`src/rtl/uart_main_controller.sv`:
```
// rtl/uart_main_controller.sv - central control FSM of the UART controller
//
// Purpose:
//   Passes host FIFO traffic to the TX/RX datapaths in MAIN, collects RX and
//   configuration error flags into sticky error bits, and runs the 4-packet
//   configuration handshake either as master (host request) or as slave
//   (remote request). Every handshake packet is acknowledged with ACKN_PKT.
//
// Optional feature macro: CONFIG_TIMEOUT_EN
//   When defined, any WAIT_* state lasting TIMEOUT_CYCLES flags a
//   configuration error and returns to MAIN with config_o unchanged.
//
// Ports:
//   clk_i, rst_n_i            clock, synchronous active-low reset
//   interrupt_ackn_i          clears error_o
//   data_rx_i[7:0]            head byte of the RX FIFO
//   data_tx_i[7:0]            host byte to transmit
//   tx_done_i, req_done_i     transmitter byte / request-break complete
//   frame_error_i, parity_i, overrun_error_i, configuration_error_i
//                             error sources collected in MAIN
//   rx_fifo_empty_i, tx_fifo_empty_i   FIFO status
//   rx_fifo_read_i, tx_fifo_write_i    host FIFO strobes
//   config_req_slv_i, config_req_mst_i remote / host handshake requests
//   std_config_i              master sends the standard config
//   config_i[5:0]             {data_width, parity_mode, stop_bits}
//   data_stream_mode_i, req_ackn_i     host stream mode, remote-request permit
//   STR_en_o                  status-register write enable
//   config_o[5:0]             active configuration
//   config_req_mst_o          transmitter drives the request break
//   data_stream_mode_o        registered stream mode
//   configuration_done_o      one-cycle pulse on handshake completion
//   req_ackn_o                slave handshake accepted
//   rx_fifo_read_o, tx_fifo_write_o, data_tx_o[7:0]  FIFO pop / push / data
//   error_o[3:0]              sticky {config, overrun, frame, parity}

module uart_main_controller #(
   parameter logic [7:0]  ACKN_PKT       = 8'hFF,
   parameter int unsigned TIMEOUT_CYCLES = 1000000
) (
   input  logic       clk_i,
   input  logic       rst_n_i,
   input  logic       interrupt_ackn_i,
   input  logic [7:0] data_rx_i,
   input  logic [7:0] data_tx_i,
   input  logic       tx_done_i,
   input  logic       req_done_i,
   input  logic       frame_error_i,
   input  logic       parity_i,
   input  logic       overrun_error_i,
   input  logic       configuration_error_i,
   input  logic       rx_fifo_empty_i,
   input  logic       tx_fifo_empty_i,
   input  logic       rx_fifo_read_i,
   input  logic       tx_fifo_write_i,
   input  logic       config_req_slv_i,
   input  logic       config_req_mst_i,
   input  logic       std_config_i,
   input  logic [5:0] config_i,
   input  logic       data_stream_mode_i,
   input  logic       req_ackn_i,
   output logic       STR_en_o,
   output logic [5:0] config_o,
   output logic       config_req_mst_o,
   output logic       data_stream_mode_o,
   output logic       configuration_done_o,
   output logic       req_ackn_o,
   output logic       rx_fifo_read_o,
   output logic       tx_fifo_write_o,
   output logic [7:0] data_tx_o,
   output logic [3:0] error_o
);

   localparam logic [5:0] STD_CONFIG = 6'b11_00_00;

   localparam logic [1:0] ID_DATA_WIDTH  = 2'd0;
   localparam logic [1:0] ID_PARITY_MODE = 2'd1;
   localparam logic [1:0] ID_STOP_BITS   = 2'd2;
   localparam logic [1:0] ID_END_CONFIG  = 2'd3;

`ifdef CONFIG_TIMEOUT_EN
   localparam bit TMO_EN = 1'b1;
`else
   localparam bit TMO_EN = 1'b0;
`endif

   localparam logic [31:0] TMO_LAST = 32'(TIMEOUT_CYCLES - 1);

   typedef enum logic [3:0] {
      ST_MAIN,
      ST_REQ_MST,
      ST_WAIT_REQ_ACKN_MST,
      ST_SETUP_MST,
      ST_WAIT_TX_MST,
      ST_WAIT_ACKN_MST,
      ST_WAIT_HOST_SLV,
      ST_SETUP_SLV,
      ST_SEND_ACKN_SLV,
      ST_WAIT_TX_SLV
   } state_t;

   state_t      state_q, state_d;
   logic [1:0]  idx_q, idx_d;           // master packet index = packet id
   logic [5:0]  mst_cfg_q, mst_cfg_d;   // config the master is sending
   logic [5:0]  shadow_q, shadow_d;     // config the slave is collecting
   logic        end_q, end_d;           // slave has received END packet
   logic [5:0]  config_q, config_d;
   logic [3:0]  error_q, error_d;
   logic        done_q, done_d;
   logic        dsm_q, dsm_d;
   logic [31:0] tmo_q, tmo_d;

   logic [3:0]  err_set;
   logic        hs_err;
   logic [1:0]  pkt_val;
   logic [7:0]  packet;
   logic [1:0]  rx_id;
   logic [1:0]  rx_val;
   logic        rx_invalid;
   logic        in_wait;

   // Transmit FIFO status is not needed by this FSM; the TX path paces itself
   // through tx_done_i.
   logic        unused_tx_fifo_empty;
   assign unused_tx_fifo_empty = tx_fifo_empty_i;

   // Outgoing master packet: {0000, id, value}; END carries value 00.
   always_comb begin
      pkt_val = 2'b00;
      case (idx_q)
         ID_DATA_WIDTH:  pkt_val = mst_cfg_q[5:4];
         ID_PARITY_MODE: pkt_val = mst_cfg_q[3:2];
         ID_STOP_BITS:   pkt_val = mst_cfg_q[1:0];
         default:        pkt_val = 2'b00;
      endcase
      packet = {4'b0000, idx_q, pkt_val};
   end

   // Incoming slave packet decode; stop-bit value 1x is not a legal setting.
   assign rx_id      = data_rx_i[3:2];
   assign rx_val     = data_rx_i[1:0];
   assign rx_invalid = (|data_rx_i[7:4]) || ((rx_id == ID_STOP_BITS) && rx_val[1]);

   assign in_wait = (state_q == ST_WAIT_REQ_ACKN_MST) || (state_q == ST_WAIT_TX_MST) ||
                    (state_q == ST_WAIT_ACKN_MST)     || (state_q == ST_WAIT_HOST_SLV) ||
                    (state_q == ST_WAIT_TX_SLV);

   always_comb begin
      state_d          = state_q;
      idx_d            = idx_q;
      mst_cfg_d        = mst_cfg_q;
      shadow_d         = shadow_q;
      end_d            = end_q;
      config_d         = config_q;
      done_d           = 1'b0;
      dsm_d            = data_stream_mode_i;
      tmo_d            = 32'd0;
      err_set          = 4'b0000;
      hs_err           = 1'b0;
      rx_fifo_read_o   = 1'b0;
      tx_fifo_write_o  = 1'b0;
      data_tx_o        = 8'h00;
      config_req_mst_o = 1'b0;
      req_ackn_o       = 1'b0;

      case (state_q)
         ST_MAIN: begin
            rx_fifo_read_o  = rx_fifo_read_i & ~rx_fifo_empty_i;
            tx_fifo_write_o = tx_fifo_write_i;
            data_tx_o       = data_tx_i;
            err_set         = {configuration_error_i, overrun_error_i,
                               frame_error_i, parity_i};
            if (config_req_slv_i) begin
               state_d  = ST_WAIT_HOST_SLV;
               shadow_d = config_q;
               end_d    = 1'b0;
            end else if (config_req_mst_i) begin
               state_d   = ST_REQ_MST;
               idx_d     = ID_DATA_WIDTH;
               mst_cfg_d = std_config_i ? STD_CONFIG : config_i;
            end
         end

         ST_REQ_MST: begin
            config_req_mst_o = 1'b1;
            if (req_done_i) begin
               state_d = ST_WAIT_REQ_ACKN_MST;
            end
         end

         ST_WAIT_REQ_ACKN_MST: begin
            if (!rx_fifo_empty_i) begin
               rx_fifo_read_o = 1'b1;
               if (data_rx_i == ACKN_PKT) begin
                  state_d = ST_SETUP_MST;
               end else begin
                  hs_err  = 1'b1;
                  state_d = ST_MAIN;
               end
            end
         end

         ST_SETUP_MST: begin
            tx_fifo_write_o = 1'b1;
            data_tx_o       = packet;
            state_d         = ST_WAIT_TX_MST;
         end

         ST_WAIT_TX_MST: begin
            if (tx_done_i) begin
               state_d = ST_WAIT_ACKN_MST;
            end
         end

         ST_WAIT_ACKN_MST: begin
            if (!rx_fifo_empty_i) begin
               rx_fifo_read_o = 1'b1;
               if (data_rx_i != ACKN_PKT) begin
                  hs_err  = 1'b1;
                  state_d = ST_MAIN;
               end else if (idx_q == ID_END_CONFIG) begin
                  config_d = mst_cfg_q;
                  done_d   = 1'b1;
                  state_d  = ST_MAIN;
               end else begin
                  idx_d   = idx_q + 2'd1;
                  state_d = ST_SETUP_MST;
               end
            end
         end

         ST_WAIT_HOST_SLV: begin
            if (req_ackn_i) begin
               req_ackn_o      = 1'b1;
               tx_fifo_write_o = 1'b1;
               data_tx_o       = ACKN_PKT;
               state_d         = ST_WAIT_TX_SLV;
            end
         end

         ST_SETUP_SLV: begin
            if (!rx_fifo_empty_i) begin
               rx_fifo_read_o = 1'b1;
               if (rx_invalid) begin
                  hs_err  = 1'b1;
                  state_d = ST_MAIN;
               end else begin
                  case (rx_id)
                     ID_DATA_WIDTH:  shadow_d[5:4] = rx_val;
                     ID_PARITY_MODE: shadow_d[3:2] = rx_val;
                     ID_STOP_BITS:   shadow_d[1:0] = rx_val;
                     default:        end_d         = 1'b1;
                  endcase
                  state_d = ST_SEND_ACKN_SLV;
               end
            end
         end

         ST_SEND_ACKN_SLV: begin
            tx_fifo_write_o = 1'b1;
            data_tx_o       = ACKN_PKT;
            state_d         = ST_WAIT_TX_SLV;
         end

         ST_WAIT_TX_SLV: begin
            if (tx_done_i) begin
               if (end_q) begin
                  config_d = shadow_q;
                  done_d   = 1'b1;
                  state_d  = ST_MAIN;
               end else begin
                  state_d = ST_SETUP_SLV;
               end
            end
         end

         default: begin
            state_d = ST_MAIN;
         end
      endcase

      // Wait-state watchdog: only counts while parked in the same WAIT_* state.
      if (TMO_EN && in_wait && (state_d == state_q)) begin
         if (tmo_q == TMO_LAST) begin
            hs_err  = 1'b1;
            state_d = ST_MAIN;
         end else begin
            tmo_d = tmo_q + 32'd1;
         end
      end

      // A new error in the same cycle as the acknowledge keeps its bit set.
      error_d  = (interrupt_ackn_i ? 4'b0000 : error_q) | err_set | {hs_err, 3'b000};
      STR_en_o = (|err_set) | hs_err;
   end

   always_ff @(posedge clk_i) begin
      if (!rst_n_i) begin
         state_q   <= ST_MAIN;
         idx_q     <= 2'd0;
         mst_cfg_q <= STD_CONFIG;
         shadow_q  <= STD_CONFIG;
         end_q     <= 1'b0;
         config_q  <= STD_CONFIG;
         error_q   <= 4'b0000;
         done_q    <= 1'b0;
         dsm_q     <= 1'b0;
         tmo_q     <= 32'd0;
      end else begin
         state_q   <= state_d;
         idx_q     <= idx_d;
         mst_cfg_q <= mst_cfg_d;
         shadow_q  <= shadow_d;
         end_q     <= end_d;
         config_q  <= config_d;
         error_q   <= error_d;
         done_q    <= done_d;
         dsm_q     <= dsm_d;
         tmo_q     <= tmo_d;
      end
   end

   assign config_o             = config_q;
   assign error_o              = error_q;
   assign configuration_done_o = done_q;
   assign data_stream_mode_o   = dsm_q;

endmodule

```
`config.mk`:
```
export PLATFORM = sky130hd
export DESIGN_NAME = uart_main_controller
export DESIGN_NICKNAME = d
export VERILOG_FILES = /design/src/rtl/uart_main_controller.sv
export SDC_FILE = /design/constraint.sdc
export NUM_CORES = 1
export LEC_CHECK = 0
export CAP_MARGIN = 20
export CORE_ASPECT_RATIO = 1.75
export CORE_MARGIN = 4
export CORE_UTILIZATION = 52
export CTS_BUF_LIST = sky130_fd_sc_hd__clkbuf_4 sky130_fd_sc_hd__clkbuf_8
export DETAILED_ROUTE_END_ITERATION = 8
export GPL_ROUTABILITY_DRIVEN = 0
export PLACE_DENSITY = 0.88
export SLEW_MARGIN = 10
export SYNTH_ARGS = -nofsm -noshare
export SYNTH_HDL_FRONTEND = slang
export SYNTH_SLANG_ARGS = --single-unit
```
`constraint.sdc`:
```
create_clock -name clk_i -period 5.7 [get_ports clk_i]
set_input_delay 1.14 -clock clk_i [delete_from_list [all_inputs] [get_ports clk_i]]
set_output_delay 1.14 -clock clk_i [all_outputs]
set_load 0.05 [all_outputs]
```
==> run metrics, run 1 <==
cts hold-fix bufs=0; crit share post-route=approximately 80%; Post-synth EDFFs=0; register area=~620 um2; Synth Warn #=0; post-synthesis compound-gate area fraction=24.3%; clk buf depth=2; post-synthesis cell type count=between 50 and 60; RSZ-0062 raised after global routing=no; placed cells=about 330; crit-path cells=clkdlybuf4s50_1 -> or4_1 -> a31o_2 -> nand2_1 -> a21oi_1 -> nand2b_1 -> clkdlybuf4s50_1; TritonCTS clock tree=done; cts repair resizes=0; pin count of the biggest net entering global routing=34; number of remaining DRC errors=0; CTS buffer count=5; Setup TNS=0 ns; vias=around 2k; Nets=338; GRT Total Usage=about 23%; initial antenna violation count=0; row count=29; diode count=0; nature of the critical path endpoint=output pin; Avg WL per Cell=approximately 16 um; clk slew on worst S/H paths=roughly 0.070 ns; fraction of the mapped netlist area in adder cells=under 10%; fin cells=about 340; global-route wire length before repair=approximately 9400 um; syn_area_per_cell=~8.5 um2; Max Clk Rate=approximately 0.22 GHz; die height=between 90 and 100 um; Final Setup Violations=0; XOR/XNOR share of the synthesized area=0%; Die W=around 55 um; dpl hpwl=around 4100 um; Gate Count Post-Synth=240; DIE AREA=a little over 5000 um2; Critical Path RT=approximately 4.6 ns; Clk Latency, worst-skew pair=0.28 ns; Via density=6.01; via count of the first global-routing pass=a little over 2k; Synth Register Bits=31; Simple-Gate Fraction of Synth Area=between 30% and 40%; Worst Tran Pin Value=between 1 and 1.5 ns; Core Area=approximately 3700 um2; DR pass1 iterations=4; I/O Buffers=63; final hold viol count=0; Worst EP arrival=roughly 3.5 ns; Routed WL=roughly 5500 um; startpoint class of the critical path=input port; Post-Syn Nets=~280; Worst VDD drop=between 0.0005 and 0.0006 V; pwr/cell area=a little over 400 nW/um2; Top cell by count, worst path=clkdlybuf4s50_1; Clock Skew=0.00672 ns; Max-Cap Viols=0; Seq/Total Area, Yosys=a little under a third; Multi-input gate area=between 1000 and 1500 um2; synth-to-layout area growth=34.7%; filler cell count=between 200 and 300; total grt overflow=0; minimum clock period=approximately 4.6 ns; IO Pins=65; outcome=complete, no violations; commonest register cell after synthesis=dfxtp_1; Final ANT Viol Nets=0; Root Buffer=clkbuf_8; critical path class=input port to output pin; Hold Path Class=flip-flop to flip-flop; Max-slew headroom=between 30 and 40%; starting density of the core=a little under three fifths; Iter 0 DRT Violations=36; layout cells sized above 1=around 8.5%; clock sink count=31; Largest stage delay, worst path=approximately 0.7 ns; max-slew violation count=0; critical path's slowest cell=clkdlybuf4s50_1; H-tree levels=2; setup bufs post-CTS=0; Post-synth ARST share=0%; cell area after synthesis=~2000 um2; largest family of logic cells by synthesized area=simple AND/OR/NAND/NOR gates; CP Max Fanout=3; mux cell area share after synthesis=between 5 and 6%; Pleak=around 1.1 nW
[per-stage QoR]
stage	hold slack (ns)	cell area (um2)	power (W)	util (%)	worst slack, ns
floorplan	0.438	2040	0.000747	-	2.12
global placement	0.457	2630	0.000901	71.2	1.11
global route	0.493	2750	0.00119	74.3	1.01
finish	0.474	2750	0.00113	74.3	1.08
detailed placement	0.467	2630	0.000908	71.2	1.10
CTS	0.478	2750	0.00114	74.3	1.07
[report_power, final]
part	switching (W)	total, W	internal (W)
sequential	0.0000660	0.000311	0.000245
combinational	0.000356	0.000596	0.000240
clock	0.0000825	0.000224	0.000141
total	0.000505	0.00113	0.000627
[cell usage after synthesis (4+ instances only)]
library cell | n | area, um2
and2_1 | 5 | 31.3
o21ai_0 | 9 | 45.0
clkbuf_1 | 4 | 15.0
ha_1 | 4 | 50.1
or3_1 | 4 | 25.0
a21o_1 | 4 | 30.0
mux2_2 | 4 | 45.0
o211a_1 | 5 | 50.1
nor2_1 | 8 | 30.0
nand2_1 | 24 | 90.1
buf_2 | 5 | 25.0
dfxtp_1 | 31 | 621
nand3_1 | 6 | 30.0
nor3_1 | 6 | 30.0
mux2i_1 | 7 | 70.1
nor3b_1 | 8 | 60.1
o211ai_1 | 5 | 37.5
and3_1 | 4 | 25.0
buf_4 | 4 | 30.0
a21oi_1 | 11 | 55.1
inv_1 | 7 | 26.3
nor2b_1 | 18 | 113
[path summary, 6_finish.rpt]
check                           startpoint                        end  slack, ns  depth (start not counted)
setup / recovery              data_rx_i[4]                   STR_en_o       1.08                          7
hold / removal    shadow_q[0]$_SDFFE_PN0P_   shadow_q[0]$_SDFFE_PN0P_       0.47                          2
setup reg to reg   state_q[0]$_SDFFE_PN0P_  mst_cfg_q[1]$_SDFFE_PN0P_       3.17                          5
hold reg to reg   shadow_q[0]$_SDFFE_PN0P_   shadow_q[0]$_SDFFE_PN0P_       0.47                          2
[critical path, delay by kind of cell]
family / cells / cell delay, ns
simple gates: 3 / 0.84
buf+inv: 2 / 1.13
compound gates: 2 / 0.36
[cell families (layout without fill, tap and decap cells)]
kind of cell    after synthesis  in the layout
flops                        31             31
simple gates                105            105
mux                          11             11
fa+ha+maj                     4              4
buf+inv                      23             78
compound gates               66             66
[sequential cells by signal (all words and copies together) (netlist names)]
register,flops
end_q,1
mst_cfg_q,6
shadow_q,6
config_o,6
data_stream_mode_o,1
error_o,4
state_q,4
idx_q,2
configuration_done_o,1
[metal layers]
| layer | part of all wire [%] | track usage, % | wire length, um |
|---|---|---|---|
| met5 | 0 | 0 | 0 |
| met4 | 3.7 | 12.0 | 204 |
| met3 | 5.6 | 5.58 | 307 |
| met2 | 54 | 40.6 | 2990 |
| met1 | 37 | 23.7 | 2010 |
[layout make-up]
class	count	area share (%)
clock buffers	6	3.00
clock inverters	2	1.27
inverters	7	0.955
multi-input cells	186	47.2
flip-flops and latches	31	22.6
well taps	46	2.09
repair buffers	63	22.9
[cell usage in the layout (no fill, tap or decap), types with 7 or more instances in the layout]
cell type,Yosys,layout
a21oi_1,11,11
clkdlybuf4s50_1,0,63
dfxtp_1,31,31
inv_1,7,7
mux2i_1,7,7
nand2_1,24,24
nor2_1,8,8
nor2b_1,18,18
nor3b_1,8,8
o21ai_0,9,9
Power figures use the tool's default switching activity.
==> run 2: changes to the inputs <==
--- a/config.mk
+++ b/config.mk
@@ -8,11 +8,11 @@
 export CAP_MARGIN = 20
 export CORE_ASPECT_RATIO = 1.75
 export CORE_MARGIN = 4
-export CORE_UTILIZATION = 52
+export CORE_UTILIZATION = 43
 export CTS_BUF_LIST = sky130_fd_sc_hd__clkbuf_4 sky130_fd_sc_hd__clkbuf_8
 export DETAILED_ROUTE_END_ITERATION = 8
 export GPL_ROUTABILITY_DRIVEN = 0
-export PLACE_DENSITY = 0.88
+export PLACE_DENSITY = 0.78
 export SLEW_MARGIN = 10
 export SYNTH_ARGS = -nofsm -noshare
 export SYNTH_HDL_FRONTEND = slang
==> constraint.sdc (replaced) <==
create_clock -name clk_i -period 3.88 [get_ports clk_i]
set_input_delay 0.776 -clock clk_i [delete_from_list [all_inputs] [get_ports clk_i]]
set_output_delay 0.776 -clock clk_i [all_outputs]
set_load 0.05 [all_outputs]
==> run 2 against run 1 <==
Net effect:
- total power rose by 41%
- setup slack lost 0.63 ns
- clock skew decreased by 0.0019 ns
- global-route usage fell by 2.3 points
- worst hold slack better by 0.0080 ns
- largest cell class unchanged
- highest routed layer unchanged
==> run metrics, run 2 (synthesis gave the netlist of run 1 again) <==
outcome=complete, no violations; commonest non-fill, non-tap cell in the layout=clkdlybuf4s50_1; total grt overflow=0; starting density of the core=between 40% and 50%; Hold Path Depth=2; CP bufs+invs=2; DIE AREA=around 6000 um2; TritonCTS clock tree=done; layout cells sized above 1=roughly 11%; Nets=around 350; cts repair resizes=0; critical path's slowest cell=or4_1; Core Area=between 4000 and 5000 um2; vias=roughly 2.1k; critical path class=input port to output pin; commonest non-fill, non-tap cells in the layout=clkdlybuf4s50_1 (59), dfxtp_1 (31), nand2_1 (24), nor2b_1 (18), a21oi_1 (11); Max Clk Rate=roughly 0.29 GHz; crit share post-route=just under 90%; Root Buffer=clkbuf_8; clk slew on worst S/H paths=approximately 0.060 ns; DR pass1 iterations=4; CTS buffer count=5; Via density=5.86; setup bufs post-CTS=0; clock sink count=31; nature of the critical path endpoint=output pin; Die W=60.1 um; Hold Path Class=flip-flop to flip-flop; synth-to-layout area growth=35.5%; Hold Path End=shadow_q[0]$_SDFFE_PN0P_; Final ANT Viol Nets=0; cts hold-fix bufs=0; Clk Latency, worst-skew pair=around 0.28 ns; setup slack after layout=about 0.45 ns; Worst Tran Pin Value=~0.52 ns; CP delay by family, top=simple AND/OR/NAND/NOR gates; global-route wire length before repair=~9500 um; Iter 0 DRT Violations=68; worst reg-to-reg path cell count=6; I/O Buffers=63; number of remaining DRC errors=0; initial antenna violation count=0; clk buf depth=2; Routed WL=5630 um; Max-Cap Viols=0; RSZ-0062 raised after global routing=no; Pleak=approximately 1.1 nW; CP Max Fanout=3; GRT Total Usage=between 20 and 25%; pwr/cell area=575 nW/um2; dpl ws=0.475 ns; Critical Path RT=just over 3 ns; diode count=0; IO Pins=65; final hold viol count=0; crit-path cells=clkdlybuf4s50_1 -> or4_1 -> a31o_2 -> nand2_1 -> a21oi_1 -> nand2b_1 -> buf_4; Worst EP arrival=2.65 ns; Clock Skew=0.00481 ns; via count of the first global-routing pass=roughly 2.1k; Final Setup Violations=0; worst r2r src=state_q[2]$_SDFFE_PN0P_; Max-slew headroom=between 60 and 70%; minimum clock period=about 3.4 ns; reg2reg end=state_q[0]$_SDFFE_PN0P_; startpoint class of the critical path=input port; R2R Setup Slk=1.57 ns; pin count of the biggest net entering global routing=34; hold_sp=shadow_q[0]$_SDFFE_PN0P_; row count=32; Largest stage delay, worst path=about 0.58 ns; H-tree levels=2; Setup TNS=0 ns; Avg WL per Cell=around 16 um; die height=just under 100 um; Worst VDD drop=just over 0.0005 V; dpl hpwl=approximately 4200 um; max-slew violation count=0
-- run 2: changes by cell type in the layout (fill, tap and decap cells not counted) --
cell             previous run  this run
buf_4                       0        10
clkdlybuf4s50_1            63        59
buf_8                       0         1
bufinv_16                   1         0
clkbuf_4                    0         1
clkbuf_8                    6         5
clkinv_2                    1         0
-- run 2: worst reg2reg max path, delay by kind of cell (launching register included) --
family | cells | cell delay, ns
buf+inv | 1 | 0.27
flops | 1 | 0.60
simple gates | 2 | 0.79
compound gates | 3 | 0.53
-- run 2: worst max-delay path by stage --
stage / startpoint / to / slack [ns] / cells after the start
floorplan: data_rx_i[4] / STR_en_o / 1.03 / 5
global placement: data_rx_i[4] / STR_en_o / 0.49 / 7
detailed placement: data_rx_i[4] / STR_en_o / 0.48 / 7
CTS: data_rx_i[4] / STR_en_o / 0.45 / 7
global route: state_q[1]$_SDFFE_PN0P_ / rx_fifo_read_o / 0.29 / 6
finish: data_rx_i[4] / STR_en_o / 0.45 / 7
-- run 2: metrics by stage --
stage	area [um2]	hold slack, ns	util (%)	instances	total power (W)
floorplan	2040	0.438	-	240	0.00110
global placement	2680	0.451	59.7	344	0.00135
detailed placement	2680	0.465	59.7	344	0.00136
CTS	2750	0.482	61.4	350	0.00160
global route	2770	0.536	61.7	351	0.00169
finish	2770	0.482	61.7	351	0.00159
-- run 2: power by group --
| group | internal, W | total, W | switching [W] | leakage, nW |
|---|---|---|---|---|
| combinational | 0.000370 | 0.000941 | 0.000571 | 0.835 |
| clock | 0.000126 | 0.000235 | 0.000109 | 0.0406 |
| sequential | 0.000361 | 0.000415 | 0.0000548 | 0.252 |
-- run 2: cell type report --
class,count,area [um2]
Sequential cell,31,621
Inverter,7,26.3
Multi-Input combinational cell,186,1300
Fill cell,406,1720
Tap cell,51,63.8
Clock buffer,6,76.3
Timing Repair Buffer,70,681
-- run 2: metal layers --
metal / vias up / GRT usage [%] / routed length [um] / part of all wire, %
met1: 980 / 24.3 / 2240 / 40
met2: 54 / 33.5 / 2940 / 52
met4: 0 / 10.4 / 217 / 3.9
met5: - / 0 / 0 / 0
met3: 15 / 4.16 / 234 / 4.2
li1: 1008 / - / - / -
==> RTL edit, RTL diff (flow settings as in run 2) <==
Build with the macro `CONFIG_TIMEOUT_EN` defined.
--- a/src/rtl/uart_main_controller.sv
+++ b/src/rtl/uart_main_controller.sv
@@ -33,4 +33,6 @@
 //   rx_fifo_read_o, tx_fifo_write_o, data_tx_o[7:0]  FIFO pop / push / data
 //   error_o[3:0]              sticky {config, overrun, frame, parity}
+
+`define CONFIG_TIMEOUT_EN
 
 module uart_main_controller #(
Behaviour: same outputs for any inputs over 10 cycles, from zero or initial values and one cycle with rst_n_i low; that may be too few to reach the edited logic, so the function may still have changed.
==> RTL edit against run 2 <==
- area after synthesis rose by 76%
- total power increased by 54%
- sequential cell count rose by 32
- cell area is 66% higher
- wire length rose by 66%
- worst setup slack worse by 230 ps
- clock skew grew 2.4 ps
- synthesized cell count rose by 73%
- largest power group unchanged
==> RTL edit: results (changes against run 2) <==
status=finished, final reports clean; Synth cell types=60 (+5.3%); Hold Path Depth=2 (unchanged); Leak=1.626 nW (+44%); clk slew on worst S/H paths=~70 ps; Critical-path top delay cell=clkdlybuf4s50_1; Clock Latency Late Sink=340 ps (+60 ps); IO Port Bufs=63 (unchanged); register area share after synthesis=0.3500 (+0.04608); drt first pass iters=5 (+1); vias in the first global route=3254 (+58%); Setup TNS=0 ps (unchanged); CTS Buf Count=9 (+4); crit path max fanout=5 (+2); CTS Root Cell=clkbuf_8; Final ANT Viol Nets=0 (unchanged); number of flip-flops in the largest register=32; top cells by count, synth=dfxtp_1 (63), nor2_1 (39), nand2_1 (38); first-pass GRT wire length=15550 microns (+64%); CP delay by family, top=compound AO/OA/AOI/OAI gates; gr usage total=0.1956 (-0.008641); largest cells by area after synthesis=dfxtp_1 (35%), nor3_2 (8.3%), xor2_1 (4.4%); Final Skew=7.186 ps (+2.375 ps); DR vias/cell=5.711 (-2.5%); clock tree buffer depth=2 (unchanged); Most flops, register=tmo_q; Antenna diodes=0 (unchanged); final net count=522 (+51%); Avg WL per Cell=16.36 microns (+2.0%); Post-CTS Resized=0 (unchanged); post-CTS setup buffer count=0 (unchanged); Worst EP arrival=2880 ps (+230 ps); initial DRC count=179 (+160%); post-synthesis register bit count=63 (+100%); Fill cells=715 (+76%); initial antenna violation count=0 (unchanged); Final HPWL DP=7044 microns (+69%); htree depth=3 (+1); Reg2Reg Depth=6 (unchanged); syn nets=460 (+62%); Max-Slew Margin vs Limit=0.3951 (-0.2599); share of layout cells above drive strength 1=0.1580 (+0.04467); largest net degree at the start of global routing=34 (unchanged); hold crit path type=reg2reg; peak supply drop=0.3818 mV (-25%); CP max stage delay=420 ps (-160 ps); Post-synth ARST share=0 (unchanged); yosys warns=0 (unchanged)
[RTL edit: per-stage QoR]
stage                     cell area [sq um]  setup WS [ps]  cells
after floorplan                        3603          66.08    415
after global placement                 4392          203.0    556
after detailed placement               4392          228.9    556
after CTS                              4588          221.8    571
after global routing                   4588          34.89    571
final                                  4588          226.6    571
[RTL edit: metal layers]
layer	GRT usage	wire length (microns)	share of wire
met2	0.3627	5068	0.54
met3	0.03755	335	0.036
met1	0.1986	3589	0.38
met5	0	0	0
met4	0.1237	348	0.037
[RTL edit: cell type report]
cell class	count	share of cell area
multi-input combinational	321	0.4756
timing repair buffer	72	0.1740
inverter	10	0.008181
tap	90	0.02454
sequential	63	0.2749
clock inverter	5	0.01282
clock buffer	10	0.03000
[RTL edit: where the power goes]
group	switching [W]	leakage (nW)	total, W	internal (W)
clock network	0.000263	0.0944	0.000574	0.000310
registers	0.0000816	0.511	0.000776	0.000694
logic	0.000657	1.02	0.00110	0.000448
[RTL edit: cells by family (layout without fill, tap and decap cells)]
| group | Yosys count | in the layout | share of synthesized area |
|---|---|---|---|
| AO/OA/AOI/OAI | 71 | 71 | 0.1448 |
| adder cells (fa/ha/maj) | 5 | 5 | 0.01736 |
| AND/OR/NAND/NOR | 205 | 205 | 0.3413 |
| buffers and inverters | 31 | 97 | 0.04444 |
| XOR/XNOR | 30 | 30 | 0.07292 |
| flip-flops | 63 | 63 | 0.3500 |
| multiplexers | 10 | 10 | 0.02917 |
[RTL edit: worst paths after layout]
path | from | endpoint | slack, ps
max | req_done_i | STR_en_o | 230
min reg2reg | shadow_q[3] | shadow_q[3] | 500
max reg2reg | state_q[0] | error_o[3] | 1220
min | shadow_q[3] | shadow_q[3] | 500
[RTL edit: worst reg2reg max path: cells and delay by family, from the launching register on]
family | cells | cell delay [ps]
flip-flops | 1 | 760
AO/OA/AOI/OAI | 3 | 860
AND/OR/NAND/NOR | 3 | 920
